--- config.mk ---
export PLATFORM = sky130hd
export DESIGN_NAME = hbm_mvm_trp_cmd_seq
export DESIGN_NICKNAME = d
export VERILOG_FILES = /design/src/rtl/hbm_mvm_trp_cmd_seq.sv
export SDC_FILE = /design/constraint.sdc
export NUM_CORES = 1
export LEC_CHECK = 0
export CAP_MARGIN = 25
export CORE_ASPECT_RATIO = 1.25
export CORE_MARGIN = 3
export CORE_UTILIZATION = 55
export CTS_BUF_LIST = sky130_fd_sc_hd__clkbuf_8
export DETAILED_ROUTE_END_ITERATION = 8
export GPL_TIMING_DRIVEN = 0
export HOLD_SLACK_MARGIN = 0.02
export PLACE_DENSITY_LB_ADDON = 0.2
export SYNTH_ARGS = -nofsm -noshare
export SYNTH_HDL_FRONTEND = slang
export SYNTH_SLANG_ARGS = --single-unit
--- constraint.sdc ---
create_clock -name clk -period 4.8 [get_ports clk]
set_input_delay 0.72 -clock clk [delete_from_list [all_inputs] [get_ports clk]]
set_output_delay 0.72 -clock clk [all_outputs]
set_load 0.1 [all_outputs]
--- src/rtl/hbm_mvm_trp_cmd_seq.sv ---
// hbm_mvm_trp_cmd_seq: ordered HBM weight/feature/output command stream for the post-transpose MVM
// ports: clk/rst (sync, active-high); start/abort control; cfg_* head/token/length/layout config,
// latched on an accepted start; cmd_valid/cmd_ready handshake carrying cmd_type (0 wt rd,
// 1 feat rd, 2 out wr), cmd_addr, cmd_len, cmd_head; busy level, done and err one-cycle pulses.
module hbm_mvm_trp_cmd_seq #(
    parameter int ADDR_W = 32,
    parameter int TOK_W  = 12,
    parameter int HEAD_W = 6,
    parameter int LEN_W  = 8
) (
    input  logic              clk,
    input  logic              rst,
    input  logic              start,
    input  logic              abort,
    input  logic [HEAD_W-1:0] cfg_feat_heads,
    input  logic [HEAD_W-1:0] cfg_wt_heads,
    input  logic [TOK_W-1:0]  cfg_tokens,
    input  logic [LEN_W-1:0]  cfg_in_len,
    input  logic [LEN_W-1:0]  cfg_out_len,
    input  logic              cfg_kv_mode,
    input  logic [ADDR_W-1:0] cfg_dat_base,
    input  logic [ADDR_W-1:0] cfg_dat_head_stride,
    input  logic [ADDR_W-1:0] cfg_dat_line_stride,
    input  logic [ADDR_W-1:0] cfg_wt_base,
    input  logic [ADDR_W-1:0] cfg_wt_head_stride,
    input  logic [ADDR_W-1:0] cfg_out_base,
    input  logic [ADDR_W-1:0] cfg_out_head_stride,
    input  logic [ADDR_W-1:0] cfg_out_line_stride,
    output logic              cmd_valid,
    input  logic              cmd_ready,
    output logic [1:0]        cmd_type,
    output logic [ADDR_W-1:0] cmd_addr,
    output logic [LEN_W-1:0]  cmd_len,
    output logic [HEAD_W-1:0] cmd_head,
    output logic              busy,
    output logic              done,
    output logic              err
);
    typedef enum logic [2:0] {IDLE, CHECK, WT, FEAT, OUT, DONE, ERR} state_t;
    state_t state, state_nx;
    logic [HEAD_W-1:0] f_r, w_r, rem, grp, h, gi;
    logic [TOK_W-1:0]  t_r, t;
    logic [LEN_W-1:0]  in_len_r, out_len_r;
    logic [ADDR_W-1:0] dhs, dls, whs, ohs, ols;
    logic [ADDR_W-1:0] wt_addr, fh_addr, f_addr, oh_addr, o_addr;
    logic fire, go, bad, last_t, last_h, last_g;
    assign fire   = cmd_valid && cmd_ready;
    assign go     = start && !busy;
    assign bad    = f_r == '0 || w_r == '0 || t_r == '0 || in_len_r == '0 || out_len_r == '0 || w_r > f_r;
    assign last_t = t == t_r - TOK_W'(1);
    assign last_h = h == f_r - HEAD_W'(1);
    assign last_g = gi == grp - HEAD_W'(1);
    always_ff @(posedge clk)
        state <= rst ? IDLE : state_nx;
    // CHECK divides F by W through repeated subtraction: grp ends as F/W, rem as F mod W
    always_comb begin
        state_nx = state;
        case (state)
            IDLE, DONE, ERR: state_nx = go ? CHECK : IDLE;
            CHECK:           state_nx = bad ? ERR : rem >= w_r ? CHECK : rem != '0 ? ERR : WT;
            WT:              state_nx = fire ? FEAT : WT;
            FEAT:            state_nx = fire ? OUT : FEAT;
            OUT:             state_nx = !fire ? OUT : !last_t ? FEAT : last_h ? DONE : last_g ? WT : FEAT;
            default:         state_nx = IDLE;
        endcase
        if (abort)
            state_nx = IDLE;
    end
    // address accumulators: *h_addr track the head start, f_addr/o_addr the current token line
    always_ff @(posedge clk) begin
        if (rst || abort) begin
            {f_r, w_r, rem, grp, h, gi} <= '0;
            {t_r, t, in_len_r, out_len_r} <= '0;
            {dhs, dls, whs, ohs, ols} <= '0;
            {wt_addr, fh_addr, f_addr, oh_addr, o_addr} <= '0;
        end else if (go) begin
            f_r       <= cfg_feat_heads;
            w_r       <= cfg_wt_heads;
            t_r       <= cfg_tokens;
            in_len_r  <= cfg_in_len;
            out_len_r <= cfg_out_len;
            dhs       <= cfg_dat_head_stride;
            dls       <= cfg_dat_line_stride;
            whs       <= cfg_wt_head_stride;
            ohs       <= cfg_out_head_stride;
            ols       <= cfg_out_line_stride;
            rem       <= cfg_feat_heads;
            {grp, h, gi, t} <= '0;
            wt_addr   <= cfg_wt_base;
            fh_addr   <= cfg_dat_base;
            f_addr    <= cfg_dat_base;
            oh_addr   <= cfg_kv_mode ? cfg_dat_base : cfg_out_base;
            o_addr    <= cfg_kv_mode ? cfg_dat_base : cfg_out_base;
        end else if (state == CHECK && !bad && rem >= w_r) begin
            rem <= rem - w_r;
            grp <= grp + HEAD_W'(1);
        end else if (fire && state == OUT) begin
            if (!last_t) begin
                t      <= t + TOK_W'(1);
                f_addr <= f_addr + dls;
                o_addr <= o_addr + ols;
            end else if (!last_h) begin
                h       <= h + HEAD_W'(1);
                t       <= '0;
                fh_addr <= fh_addr + dhs;
                f_addr  <= fh_addr + dhs;
                oh_addr <= oh_addr + ohs;
                o_addr  <= oh_addr + ohs;
                gi      <= last_g ? '0 : gi + HEAD_W'(1);
                wt_addr <= last_g ? wt_addr + whs : wt_addr;
            end
        end
    end
    always_comb begin
        cmd_valid = state == WT || state == FEAT || state == OUT;
        busy      = cmd_valid || state == CHECK;
        done      = state == DONE;
        err       = state == ERR;
        cmd_type  = state == FEAT ? 2'd1 : state == OUT ? 2'd2 : 2'd0;
        cmd_addr  = state == WT ? wt_addr : state == FEAT ? f_addr : state == OUT ? o_addr : '0;
        cmd_len   = state == OUT ? out_len_r : cmd_valid ? in_len_r : '0;
        cmd_head  = cmd_valid ? h : '0;
    end
endmodule

# Yosys cells after proc, flatten, opt, wreduce, memory -nomap -nowiden
# Index checks and enable logic that the tools add are counted.
op_classes:
  n_reduce_logical: 35
  n_lt_le_gt_ge: 2
  eq_ne: 13
  bitwise: 2
  muxes: 49
  add_sub_neg: 13
ops:
  columns: ["cell", "count"]
  rows:
  - ["$mux 32", 28]
  - ["$add 32x32->32", 5]
  - ["$mux 12", 2]
  - ["$mux 6", 4]
  - ["$mux 3", 7]
  - ["$add 6x1->6 const B", 3]
  - ["$logic_not 8->1", 2]
  - ["$mux 8", 2]
  - ["$pmux 3 s5", 1]
  - ["$add 12x1->12 const B", 1]
  - ["$eq 12x12->1", 1]
  - ["$eq 6x6->1", 2]
  - ["$logic_not 12->1", 1]
  - ["$logic_not 6->1", 2]
  - ["$sub 12x1->12 const B", 1]
  - ["$sub 6x1->6 const B", 2]
  - ["$eq 3x3->1 const B", 3]
  - ["$logic_or 1x1->1", 9]
  - ["$reduce_and 4->1", 2]
  - ["$reduce_bool 2->1", 4]
  - ["$eq 3x2->1 const B", 2]
  - ["$ge 6x6->1", 1]
  - ["$gt 6x6->1", 1]
  - ["$ne 2x2->1 const B", 3]
  - ["14 further kinds", 25]
word_totals:
  regBits: 399
  output_inout_bits: 52
  wordCells: 135
  input_bits: 302

# Logic depth before layout (Yosys ltp)
depth:
  ltp_word: 11
  depth_mapped: 15
  mapped_depth_nobuf: 13

# Worst setup path after synthesis
# No wires, ideal clock.
synth_timing:
  path_type: "register to output"
  startpoint: "reg state[2]"
  endpoint: "out cmd_addr[22]"
  path_stages_with_launch: 6
  setup_slack_ns: 0.866
  t_required_ns: 4.080
  path_buffers: 1
  arrival_ns: 3.214
  path_cell_list: "dfxtp_1 -> inv_1 -> nor3_1 -> clkbuf_1 -> nand2_1 -> o21ai_0"
synth_via:
  elab_chain_len: 4
  elab_cells_between_ends: 6
  classes_between: "eq/ne: 3; mux: 3"
synth_lines:
  columns: ["item", "line", "source"]
  rows:
  - ["start: declaration", "40", "state_t state, state_nx;"]
  - ["start signal: assignment", "54", "state <= rst ? IDLE : state_nx;"]
  - ["$eq 3x3->1", "120", "cmd_addr = state == WT ? wt_addr : state == FEAT ? f_addr : state == OUT ? o_addr : '0;"]
  - ["$mux 32 (2 in a row)", "120", null]
  - ["$mux 32 (*)", "120", null]
  - ["end: declaration", "32", "output logic [ADDR_W-1:0] cmd_addr,"]
# Mark *: on every way between the ends. The rest lies on a longest branch, timed or not.

# Worst setup path after layout
layout_timing:
  startpoint: "reg state[2]"
  endpoint: "out cmd_addr[24]"
# Same word-level chain as after synthesis.

==> results by group <==
Status
  • Run status: finished, violations left
  • Violated checks: setup timing

GRT
  • Global-route wire length before repair: 159000 um
  • Number of global-route vias before repair: 26000
  • Largest net degree at the start of global routing: 11
  • Overall global routing resource usage: 43.3%
  • Total global routing overflow: 0
  • Initial antenna violation count: 3

Synthesis
  • Unique masters post-synth: 80
  • Post-synth design cell area: 0.0258 sq mm
  • Primary flip-flop cell chosen by synthesis mapping: dfxtp_1
  • Post-synthesis mux area share: 3.52%
  • Average cell area after synthesis: 7.49 sq um
  • Number of cells produced by synthesis: 3441
  • Top cells by area, synth: dfxtp_1 31%, nand2_1 11%, a21oi_1 9.1%, ha_1 8.5%, xnor2_1 3.7%
  • Post-synth net total: 3924
  • Top cell type's share of synthesized area: 31.0%
  • Complex-gate fraction of the synthesized area: 25.4%
  • Portion of the post-synthesis area used by sequential elements: 31.0%
  • Parity-gate share of the synthesized area counting xor and xnor cells: 6.79%
  • Count of flip-flops with a built-in enable after synthesis: 0
  • Yosys warning total: 0
  • Post-synthesis cell type with the largest combined area: dfxtp_1
  • Post-synthesis share of cell area spent on and, or, nand and nor gates: 20.3%
  • Synth async-reset ratio: 0%
  • Adder-cell share of the synthesized area: 8.96%
  • Main combinational cell family by area after synthesis: compound AO/OA/AOI/OAI gates
  • Yosys reg bits: 399

Drt
  • Post-route ant nets: 0
  • Detailed-route DRC error count: 0
  • 1st-pass router iterations: 6
  • Drt via density: 6.30
  • Routed wire length: 112000 um
  • Vias after detailed routing: 28400
  • Met3 WL: 12900 um
  • Drt wl/cell: 24.9 um
  • Highest Signal Layer: met4
  • Initial drt markers: 3283
  • Routed met1 length: 41100 um
  • Wire length on met2: 48000 um

Setup path
  • Total number of cells along the worst setup path: 7
  • CP Launch Type: flop
  • Worst R2R Setup Slack: 100 ps
  • Start-to-end type of the worst setup path: reg -> out
  • Startpoint of the most critical register-to-register path: state[0]
  • Crit path max fanout: 10
  • Kind of cell adding the most delay to the critical path: buffers and inverters
  • Arrival time worst endpoint: 4120 ps
  • Crit-path slowest cell: clkdlybuf4s50_1
  • Worst path buffer plus inverter count: 4
  • Crit. End Element: output pin
  • R2r worst-path depth: 10
  • Worst-path cell chain: inv_1, nor3_1, buf_4, clkbuf_1, nand2_1, o21ai_0, clkdlybuf4s50_1
  • Slowest Stage Delay on Critical Path: 1170 ps
  • Required time of the critical path: 4080 ps
  • RR Endpoint: whs[0]

Power
  • Power share of the sequential group: 42.8%
  • Power density over cell area: 263 mW/mm^2
  • Leakage power: 13.0 nW
  • Internal power of the cells: 5.75 mW
  • Logic gate share of total power: 18.5%
  • Share of total power consumed by net switching: 30.8%
  • IR Drop Worst-Case VDD: 0.260 mV
  • Share of total power in the clock network: 38.7%
  • Net switching component of the power: 2.56 mW

Floorplanning
  • Total number of placement rows: 88
  • Initial Util: 55.8%
  • Area of the core region: 0.0462 sq mm
  • Chip width: 200 um
  • Vert. Die Dim: 248 um
  • Number of top-level design ports: 354
  • Area of the die: 0.0495 sq mm

Placed design
  • Final weighted congestion in routability-driven placement: 1.07
  • Number of buffer cells added on primary ports: 352
  • DP Cell Count: 4382
  • Pre-CTS setup slack: -168 ps
  • Post-DP HPWL: 87600 um
  • Placed cell areas: 0.0301 sq mm

STA
  • Worst Setup Slack, final: -38.0 ps
  • Setup clock skew after layout: 32.1 ps
  • Count of final setup violators: 1
  • Slew Limit Headroom: 20.8%
  • Least-Margin Pin Slew: 1190 ps
  • Final Max Slew Viols: 0
  • Fmax: 207 MHz
  • Number of hold-slack violations in the final timing report: 0
  • Period utilization: 101%
  • Final period demand of the worst path: 4840 ps

Layout
  • Cell Count, Final, Fillers Out: 4501
  • Area added between synthesis and finish: 22.4%
  • Filler Cells Inserted: 4151
  • Multi-input gate area in the final layout: 0.0168 sq mm
  • Final standard cell area without fillers: 0.0316 sq mm
  • Fraction of final layout cells sized beyond drive strength 1: 4.29%
  • Net count, final: 4352
  • Area used by sequential logic in the layout: 0.00799 sq mm

Clocking
  • Clock tree from TritonCTS: built
  • Number of CTS-inserted buffers: 67
  • Buffers from clock root to sink, at most: 3
  • Clock tree root buffer cell: clkbuf_8
  • Clock latency on the worst-skew pair: 680 ps
  • Cts hold-fix bufs: 0
  • Clock-pin slew of the registers on the worst-case setup and hold paths: 70 ps
  • Max H-tree Level: 3
  • Count of clock tree sinks: 399

Hold path
  • Number of cells traversed by the worst hold path: 2
  • Hold Crit Endpoint: dls[18]
  • Worst hold-check path type: reg -> reg
  • Min-Delay Startpoint: dls[18]

Run
  • Max Cap Viol: 0
==> worst max path at each step <==
stage,start,endpoint,slack [ps]
after floorplan,state[2],cmd_addr[22],870
after global placement,t_r[0],f_addr[29],-200
after detailed placement,t_r[0],f_addr[29],-170
after CTS,t_r[0],oh_addr[21],6
after global routing,state[2],cmd_addr[24],-2
final,state[2],cmd_addr[24],-40
==> cell usage after synthesis, types with 5 or more instances <==
cell type,number
a211o_1,11
a211oi_1,34
a21boi_0,10
a21o_1,70
a21oi_1,470
a221oi_1,9
a22o_1,11
a22oi_1,45
a311oi_1,6
a31oi_1,60
a41oi_1,6
and2_1,13
and3_1,17
buf_1,18
buf_2,20
clkbuf_1,163
dfxtp_1,399
fa_1,6
ha_1,175
inv_1,70
mux2_2,21
mux2i_1,67
nand2_1,736
nand2b_1,25
nand3_1,46
nand4_1,35
nor2_1,219
nor2b_1,28
nor3_1,51
nor3b_1,7
nor4_1,7
o2111ai_1,5
o211ai_1,27
o21a_1,32
o21ai_0,165
o21bai_1,23
o221ai_1,9
o22ai_1,16
o31ai_1,17
or2_2,5
or3_1,16
xnor2_1,109
xor2_1,91
==> power groups by stage <==
stage | logic [mW] | registers (mW) | clock network, mW
after floorplan | 0.830 | 3.56 | 0
after global placement | 1.46 | 3.62 | 0
after detailed placement | 1.47 | 3.62 | 0
after CTS | 1.48 | 3.55 | 3.22
after global routing | 1.62 | 3.56 | 3.36
final | 1.54 | 3.56 | 3.22
==> registers in the layout (all words and copies together) (netlist names) <==
| signal | cells |
|---|---|
| f_addr | 32 |
| wt_addr | 32 |
| dls | 32 |
| ohs | 32 |
| t_r | 12 |
| h | 6 |
| gi | 6 |
| ols | 32 |
| dhs | 32 |
| state | 3 |
| f_r | 6 |
| in_len_r | 8 |
| oh_addr | 32 |
| whs | 32 |
| out_len_r | 8 |
| w_r | 6 |
| rem | 6 |
| o_addr | 32 |
| t | 12 |
| grp | 6 |
| fh_addr | 32 |
==> area by class of cell <==
type / instances / share of cell area (%)
Multi-Input combinational cell: 2770 / 53.1
Tap cell: 585 / 2.32
Timing Repair Buffer: 359 / 11.6
Buffer: 202 / 2.52
Sequential cell: 399 / 25.3
Inverter: 70 / 0.833
Clock inverter: 32 / 0.765
Clock buffer: 81 / 3.53
Antenna cell: 3 / 0.0238
==> what timing repair did <==
item / 4_1_cts / 5_1_grt
gates resized for setup: 3 / 33
setup endpoints to repair: 15 / 67
hold endpoints to repair: 0 / 0
gates cloned: 0 / 0
pin swaps: 1 / 1
buffers inserted: 0 / 2
==> cell usage in the layout (no fill, tap or decap), drive strengths merged, types with 25 or more instances in the layout <==
| master | n |
|---|---|
| a22oi | 45 |
| nand3 | 46 |
| dfxtp | 399 |
| a21o | 70 |
| a31oi | 60 |
| xnor2 | 109 |
| nand2 | 736 |
| o21a | 32 |
| buf | 45 |
| clkbuf | 244 |
| nand2b | 25 |
| nor3 | 51 |
| xor2 | 91 |
| ha | 175 |
| o21ai | 168 |
| nand4 | 35 |
| a21oi | 471 |
| mux2i | 67 |
| o211ai | 27 |
| dlymetal6s2s | 27 |
| inv | 89 |
| a211oi | 34 |
| nor2b | 28 |
| nor2 | 221 |
| clkdlybuf4s50 | 324 |
==> routing by layer <==
| metal | vias to the layer above | global-route usage, % |
|---|---|---|
| li1 | 13000 | - |
| met1 | 13000 | 52.9 |
| met2 | 1829 | 66.5 |
| met3 | 486 | 10.3 |
| met4 | 0 | 31.8 |
| met5 | - | 0 |
==> worst min-delay path: cells and delay by family, from the launching register on <==
family	cells	cell delay (ps)
and+or+nand+nor	1	50
DFF	1	310
AOI/OAI and AO/OA	1	50
==> cell families (layout without fill, tap and decap cells) <==
logic type	Yosys count	after routing
muxes	88	88
DFF	399	399
buffers and inverters	272	744
other	0	3
adders and majority gates	181	181
xor gates and xnor gates	200	200
and+or+nand+nor	1227	1227
AOI/OAI and AO/OA	1074	1074
==> through the flow <==
stage	hold WS, ps	TNS, ps	total power, mW	utilization (%)
2_1_floorplan	435	0	4.39	-
3_3_place_gp	447	-350	5.07	65.0
3_5_place_dp	453	-889	5.09	65.0
4_1_cts	461	0	8.25	68.0
5_1_grt	477	-1.90	8.54	68.2
6_report	461	-38.0	8.31	68.2
No activity file was read; power rests on OpenSTA's default activity.
